===== config.mk =====
export PLATFORM = sky130hd
export DESIGN_NAME = pattern_scan_sched
export DESIGN_NICKNAME = d
export VERILOG_FILES = /design/src/rtl/pattern_scan_sched.sv
export SDC_FILE = /design/constraint.sdc
export NUM_CORES = 1
export LEC_CHECK = 0
export BUFFER_PORTS_ARGS = -buffer_cell sky130_fd_sc_hd__clkbuf_2
export CORE_MARGIN = 4
export CORE_UTILIZATION = 35
export CTS_CLUSTER_DIAMETER = 60
export DETAILED_ROUTE_END_ITERATION = 7
export PLACE_DENSITY = 0.56
export SLEW_MARGIN = 20
export SYNTH_ARGS = -nofsm -noshare
export SYNTH_HDL_FRONTEND = slang
export SYNTH_SLANG_ARGS = --single-unit

===== constraint.sdc =====
create_clock -name clk -period 3.9 [get_ports clk]
set_input_delay 0.39 -clock clk [delete_from_list [all_inputs] [get_ports clk]]
set_output_delay 0.39 -clock clk [all_outputs]
set_load 0.1 [all_outputs]

===== src/rtl/pattern_scan_sched.sv =====
// pattern_scan_sched
//   Time-shared serial pattern scanner. NCH serial channels share one match
//   engine. Each cycle at most one eligible channel (req & ch_en) is granted.
//   Its bit is shifted into that channel's private history, and a match
//   against the programmable PLEN-bit pattern is reported one cycle later.
//   Per-channel saturating hit counters can be read back through rd_sel/rd_cnt.
//
//   Build option: define STRICT_PRIO_EN to select fixed priority, where the
//   lowest index wins and there is no rotating pointer. The default build is
//   round-robin.
//
// Ports
//   clk          rising-edge clock
//   reset        asynchronous, active-high; clears all state
//   req          per-channel bit-available request
//   bit_in       per-channel serial bit, valid with req
//   ch_en        channel enable mask; disabled channels are never granted
//   cfg_we       loads cfg_pattern, clears contexts/counters, blocks grants
//   cfg_pattern  match pattern, MSB = oldest bit
//   gnt          one-hot combinational grant; bit consumed at the clock edge
//   det_valid    registered one-cycle match pulse
//   det_ch       channel of the match, valid with det_valid
//   rd_sel       counter readout select
//   rd_cnt       registered hit count of channel rd_sel
module pattern_scan_sched #(
  parameter int NCH   = 4,
  parameter int PLEN  = 4,
  parameter int CNT_W = 8,
  parameter int CH_W  = 2
) (
  input  logic             clk,
  input  logic             reset,
  input  logic [NCH-1:0]   req,
  input  logic [NCH-1:0]   bit_in,
  input  logic [NCH-1:0]   ch_en,
  input  logic             cfg_we,
  input  logic [PLEN-1:0]  cfg_pattern,
  output logic [NCH-1:0]   gnt,
  output logic             det_valid,
  output logic [CH_W-1:0]  det_ch,
  input  logic [CH_W-1:0]  rd_sel,
  output logic [CNT_W-1:0] rd_cnt
);

  localparam int FILL_W = $clog2(PLEN + 1);
  localparam logic [FILL_W-1:0] FILL_MAX = FILL_W'(PLEN);
  localparam logic [CNT_W-1:0]  CNT_MAX  = '1;

  logic [PLEN-1:0]   pattern_q, pattern_d;
  logic [PLEN-1:0]   hist_q [NCH];
  logic [PLEN-1:0]   hist_d [NCH];
  logic [FILL_W-1:0] fill_q [NCH];
  logic [FILL_W-1:0] fill_d [NCH];
  logic [CNT_W-1:0]  cnt_q  [NCH];
  logic [CNT_W-1:0]  cnt_d  [NCH];
  logic              det_valid_q, det_valid_d;
  logic [CH_W-1:0]   det_ch_q, det_ch_d;
  logic [CNT_W-1:0]  rd_cnt_q, rd_cnt_d;

  logic [NCH-1:0]    elig;
  logic              gnt_any;
  logic [CH_W-1:0]   gnt_sel;
  logic [PLEN-1:0]   hist_new;
  logic [FILL_W-1:0] fill_new;
  logic              match;

`ifndef STRICT_PRIO_EN
  logic [CH_W-1:0]   rr_ptr_q, rr_ptr_d;
  logic [CH_W:0]     rr_cand;
`endif

  assign elig = req & ch_en;

  // Grant selection. cfg_we and reset both suppress the grant so that a
  // requester holds its bit and retries on a later cycle.
`ifdef STRICT_PRIO_EN
  always_comb begin
    gnt_any = 1'b0;
    gnt_sel = '0;
    for (int i = NCH - 1; i >= 0; i--) begin
      if (elig[i]) begin
        gnt_any = 1'b1;
        gnt_sel = CH_W'(i);
      end
    end
    if (reset || cfg_we) gnt_any = 1'b0;
  end
`else
  // Search rr_ptr, rr_ptr+1, ... modulo NCH. The modulo is done with an
  // explicit compare so that a non-power-of-two NCH also works.
  always_comb begin
    gnt_any = 1'b0;
    gnt_sel = '0;
    rr_cand = '0;
    for (int i = 0; i < NCH; i++) begin
      rr_cand = {1'b0, rr_ptr_q} + (CH_W + 1)'(i);
      if (rr_cand >= (CH_W + 1)'(NCH)) rr_cand = rr_cand - (CH_W + 1)'(NCH);
      if (!gnt_any && elig[rr_cand[CH_W-1:0]]) begin
        gnt_any = 1'b1;
        gnt_sel = rr_cand[CH_W-1:0];
      end
    end
    if (reset || cfg_we) gnt_any = 1'b0;
  end
`endif

  assign gnt = gnt_any ? (NCH'(1) << gnt_sel) : '0;

  // Updated context of the granted channel. The match uses the new values,
  // so the bit accepted this cycle takes part in the comparison.
  assign hist_new = {hist_q[gnt_sel][PLEN-2:0], bit_in[gnt_sel]};
  assign fill_new = (fill_q[gnt_sel] == FILL_MAX) ? FILL_MAX : fill_q[gnt_sel] + 1'b1;
  assign match    = gnt_any && (hist_new == pattern_q) && (fill_new == FILL_MAX);

  always_comb begin
    pattern_d   = pattern_q;
    hist_d      = hist_q;
    fill_d      = fill_q;
    cnt_d       = cnt_q;
    det_valid_d = 1'b0;
    det_ch_d    = det_ch_q;
    // Readout samples the counter before any increment at the same edge.
    rd_cnt_d    = cnt_q[rd_sel];
`ifndef STRICT_PRIO_EN
    rr_ptr_d    = rr_ptr_q;
`endif
    if (cfg_we) begin
      pattern_d = cfg_pattern;
      for (int k = 0; k < NCH; k++) begin
        hist_d[k] = '0;
        fill_d[k] = '0;
        cnt_d[k]  = '0;
      end
`ifndef STRICT_PRIO_EN
      rr_ptr_d = '0;
`endif
    end else if (gnt_any) begin
      hist_d[gnt_sel] = hist_new;
      fill_d[gnt_sel] = fill_new;
`ifndef STRICT_PRIO_EN
      rr_ptr_d = (gnt_sel == CH_W'(NCH - 1)) ? '0 : gnt_sel + 1'b1;
`endif
      // History is kept after a match, so overlapping occurrences are found.
      if (match) begin
        det_valid_d = 1'b1;
        det_ch_d    = gnt_sel;
        if (cnt_q[gnt_sel] != CNT_MAX) cnt_d[gnt_sel] = cnt_q[gnt_sel] + 1'b1;
      end
    end
  end

  always_ff @(posedge clk or posedge reset) begin
    if (reset) begin
      pattern_q   <= '0;
      det_valid_q <= 1'b0;
      det_ch_q    <= '0;
      rd_cnt_q    <= '0;
`ifndef STRICT_PRIO_EN
      rr_ptr_q    <= '0;
`endif
      for (int k = 0; k < NCH; k++) begin
        hist_q[k] <= '0;
        fill_q[k] <= '0;
        cnt_q[k]  <= '0;
      end
    end else begin
      pattern_q   <= pattern_d;
      det_valid_q <= det_valid_d;
      det_ch_q    <= det_ch_d;
      rd_cnt_q    <= rd_cnt_d;
`ifndef STRICT_PRIO_EN
      rr_ptr_q    <= rr_ptr_d;
`endif
      for (int k = 0; k < NCH; k++) begin
        hist_q[k] <= hist_d[k];
        fill_q[k] <= fill_d[k];
        cnt_q[k]  <= cnt_d[k];
      end
    end
  end

  assign det_valid = det_valid_q;
  assign det_ch    = det_ch_q;
  assign rd_cnt    = rd_cnt_q;

endmodule

* Word level (Yosys, flattened, before mapping)
Index checks and enable logic that the tools add are counted.
** Word-level totals
- Bits in registers :: 77
- Latch bits :: 0
- Bits in writable memories :: 0
- Memory bits (read-only) :: 0
- Input bits :: 21
- Logic and storage cells :: 124
- Memories kept :: 0
** Operators by class
- Add/sub/neg operators :: 10
- $mul :: 0
- Divide/modulo/power cells :: 0
- Magnitude comparators :: 12
- Equal/unequal tests :: 5
- Shifts and indexed selects :: 1
- Mux-type cells :: 60
- Bitwise operators :: 4
- Reduce and logical (&&, ||, !) cells :: 15
** Operator list (number)
- $mux W32 :: 4
- $mux W8 :: 5
- $bmux W8 S2 :: 2
- $bwmux W32 :: 1
- $mux W16 :: 2
- $mux W12 :: 2
- $mux W2 :: 11
- $mux W3 :: 6
- $bwmux W16 :: 1
- $demux W8 S2 :: 1
- $ge A3 B3 Y1 const B :: 5
- $lt A2 B3 Y1 const B :: 5
- $mux W1 :: 13
- $bwmux W12 :: 1
- $bmux W1 S2 :: 5
- $add A8 B1 Y8 const B :: 1
- $bmux W4 S2 :: 1
- $demux W4 S2 :: 1
- $mux W4 :: 2
- $ne A8 B8 Y1 const B :: 1
- $sub A2 B1 Y2 const B :: 4
- $add A2 B2 Y3 const B :: 2
- $bmux W3 S2 :: 1
- $demux W3 S2 :: 1
- 17 further kinds :: 29

* Logic depth before layout (Yosys ltp)
- Depth after elaboration :: 25
- Mapped depth :: 16
- Mapped depth without buffers :: 13

* Worst setup path before layout
No wires, ideal clock.
- Path type :: register to register
- From :: register rr_ptr_q[1]
- To :: register cnt_q[1] in the netlist's numbering
- Library setup time :: 0.125 ns
- Arrival :: 3.380 ns
- Data required time :: 3.775 ns
- Slack :: 0.395 ns
- Cell stages (with the launch flop) :: 12
- Buffers on the path :: 2
- Period minus slack after synthesis :: 3.505 ns
- Path through :: dfrtp_1 > and3_1 > buf_6 > o21ai_2 > nand2_2 > inv_2 > mux4_2 > ha_1 > nor4_4 > and4_1 > buf_6 > mux2_4
** On the way
- Cells in the longest elaborated chain, start to end :: 24
** Ends and longest elaborated chain
- start: declaration :: RTL line 68 : logic [CH_W-1:0] rr_ptr_q, rr_ptr_d;
- start signal: assignment :: RTL line 172 : rr_ptr_q <= rr_ptr_d;
- branches (longest 24 deep; another with $add A2 B1 Y3)
- end signal: indexed assignment :: RTL line 177 : cnt_q[k] <= cnt_d[k];
- end: declaration :: RTL line 54 : logic [CNT_W-1:0] cnt_q [NCH];
Parallel ways; which one is timed is not known. The select of a mux whose other input is x is not followed.
A chain may end at the register's enable or synchronous reset.

* Worst setup path after layout
- From :: register rr_ptr_q[1]
- To :: output gnt[2]
** On the way
- Cells in the longest elaborated chain, start to end :: 16
** Ends and longest elaborated chain
- branches (longest 15 deep; another with $add A2 B1 Y3)
- $mux W4 * :: RTL line 107 : assign gnt = gnt_any ? (NCH'(1) << gnt_sel) : '0;
- end: declaration :: RTL line 38 : output logic [NCH-1:0] gnt,
Every way passes the cells marked *. The select of a mux whose other input is x is not followed.

==> summary.md <==
| Metric | Value |
|---|---|
| IO Port Bufs | `35` |
| Commonest cells in the netlist | `dfrtp_1, o21ai_0, mux2i_1` |
| Placed cells | `601` |
| First-pass GRT wire length | `18510 um` |
| DRT iter0 DRCs | `151` |
| Post-synth top area share | `42.03%` |
| Sequential share of power | `41.2%` |
| Area leader, netlist | `dfrtp_1` |
| GRT Residual Overflow | `0` |
| Final antenna-violating net count | `0` |
| Crit path arrival time | `3.09 ns` |
| H-tree levels | `3` |
| Hold Path Class | `in2async` |
| CTS tree | `done` |
| EDFF count, synth | `0` |
| # clock sinks | `73` |
| Router iterations before antenna repair | `4` |
| Leakage | `2.280 nW` |
| Cell count after synthesis | `403` |
| Comb pwr share | `18.4%` |
| Skew final | `0.01000 ns` |
| Crit path max fanout | `17` |
| Ranking of synthesized cells by area | `dfrtp_1, mux2i_1, mux4_2` |
| Row count | `40` |
| Pre-CTS setup slack | `0.3325 ns` |
| Period utilization | `89.19%` |
| Residual DRC | `0` |
| Net Sw Power | `558.2 uW` |
| Filler Cell Count | `1156` |
| Die ar. | `14270 sq um` |
| Setup crit start | `rr_ptr_q[1]$_DFFE_PP0P_` |
| Crit start category | `flop` |
| GP Congestion | `0.8416` |
| Fmax | `287.5 MHz` |
| Ant diodes | `0` |
| WL final | `11240 um` |
| Avg Synthesized Cell Area | `10.79 sq um` |
| Placed Instance Area | `4761 sq um` |
| Initial antenna violation count | `0` |
| Slew headroom | `52.87%` |
| Post-route setup slack | `0.4217 ns` |
| Util after Layout | `41.83%` |
| Peak supply drop | `0.2195 mV` |
| Detailed placement HPWL | `7920 um` |
| Synth async-reset ratio | `100.0%` |
| Vias in the first global route | `3413` |
| P&R area growth vs syn | `16.06%` |
| Via-to-Cell Ratio | `5.446` |
| RSZ-0062 raised after global routing | `no` |
| NumNets Final | `472` |
| Power Density | `380.3 nW/um^2` |
| Post-CTS Resized | `0` |
| FF-to-FF Start | `rr_ptr_q[1]$_DFFE_PP0P_` |
| Bufs on Longest Clock Path | `2` |
| Endpoint class of the critical path | `primary output` |
| Worst Tran Pin Value | `0.7059 ns` |
| Synthesized Nets | `431` |
| Setup tns final | `0 ns` |
| CTS root buffer | `clkbuf_16` |
| Hold Violations, Final | `0` |
| Core area | `12060 sq um` |
| Cell area after layout | `5045 sq um` |
| Drt wl/cell | `18.22 um` |
| Vias | `3360` |
| Min cycle time layout | `3.478 ns` |
| Die width | `119.4 um` |
| Req. time, crit path | `3.51 ns` |
| Main synth FF type | `dfrtp_1` |
| Max Cap Violations | `0` |
| Clk slew on worst S/H paths | `0.06 ns` |
| Clock buffer count from CTS | `9` |
| Register area share after synthesis | `42.03%` |
| Netlist cell types | `64` |
| Sw Share | `29.09%` |
| Cell Int Power | `1.360 mW` |
| Max-slew violations | `0` |
| Post-Syn Area | `4347 sq um` |
| Endpoints failing setup | `0` |
| Hold_buf cts | `0` |
| Yosys warning count | `0` |
| Total track usage | `16.47%` |
| Count of state elements after synthesis | `73` |
| Clock power share | `40.4%` |
| Worst skew pair latency | `0.34 ns` |
| Largest net degree at the start of global routing | `63` |
| Crit Path Category | `reg2out` |
| Die Ht | `119.4 um` |
| Fin cells | `617` |
| Share of cells above drive strength 1 | `24.28%` |
| # Post-CTS Setup Buffers | `0` |
| Effective utilization at floorplan | `36.04%` |
| Status | `finished, final reports clean` |
| I/O pin count | `36` |
| Top-count cell post-synth | `dfrtp_1` |
==> area by class of cell <==
cell class              count  area [sq um]  share of cell area, %
inverters                  14         52.55                  1.042
repair buffers             55         325.3                  6.448
clock buffers              12         256.5                  5.084
well taps                 168         210.2                  4.167
flip-flops and latches     73          1827                  36.21
clock inverters             4         27.53                 0.5456
multi-input cells         291          2346                  46.50
==> worst max-delay path, cell delays in order, from the launching register on <==
cell and delay (ns):
dfrtp_1 0.45, and3_1 0.27, o311a_4 0.52, nor2_8 0.22
buf_4 0.21, ha_1 0.19, nand2_1 0.29, inv_1 0.14
clkbuf_2 0.46
==> cells by family after synthesis <==
logic type,after synthesis,synth area share [%]
AND/OR/NAND/NOR,134,20.67
AO/OA/AOI/OAI,90,14.42
flip-flops,73,42.03
multiplexers,52,15.26
buffers and inverters,39,4.001
XOR/XNOR,8,1.612
adder cells (fa/ha/maj),7,2.015
==> per-layer routing <==
| metal | vias to the layer above | track usage, % | share of wire, % |
|---|---|---|---|
| met3 | 21 | 4.226 | 5.7 |
| met2 | 94 | 26.69 | 49 |
| met5 | - | 0 | 0 |
| met1 | 1664 | 21.16 | 43 |
| met4 | 0 | 6.228 | 2.4 |
| li1 | 1581 | - | - |
==> layout by cell type, fill, tap and decap left out, drive strengths merged, types with 11 or more instances in the layout <==
master	count
inv	14
nand3	15
o21ai	45
nand2	23
buf	20
clkbuf	47
dfrtp	73
mux2	11
mux2i	31
nand2b	30
nand3b	27
==> final timing paths <==
kind                                                 end  slack, ns  cells after the start
max in group asynchronous          det_ch[1]$_DFFE_PP0P_       2.73                      3
min in group clk                pattern_q[3]$_DFFE_PP0P_       0.29                      2
worst max register to register      cnt_q[2]$_DFFE_PP0P_       0.43                     14
worst max-delay path                              gnt[2]       0.42                      8
worst min-delay path                cnt_q[4]$_DFFE_PP0P_       0.16                      2
worst min register to register     det_ch[0]$_DFFE_PP0P_       0.50                      1
==> metrics by stage <==
stage | hold slack, ns | power, mW
global placement | 0.4932 | 1.152
finish | 0.1585 | 1.919
global route | 0.2219 | 2.013
floorplan | 0.4712 | 1.049
CTS | 0.1828 | 1.944
detailed placement | 0.4983 | 1.157
==> state kept, by name, summed over array words and instances (netlist names) <==
register,cells
fill_q,12
rr_ptr_q,2
rd_cnt,8
det_valid,1
det_ch,2
hist_q,12
pattern_q,4
cnt_q,32
==> power groups by stage <==
stage	Sequential [mW]	Combinational (mW)	Clock [mW]
floorplan	0.804	0.245	0
global placement	0.802	0.350	0
detailed placement	0.803	0.354	0
CTS	0.790	0.356	0.799
global route	0.791	0.387	0.834
finish	0.790	0.353	0.776
Note: power is estimated with default switching activity, not from simulation.
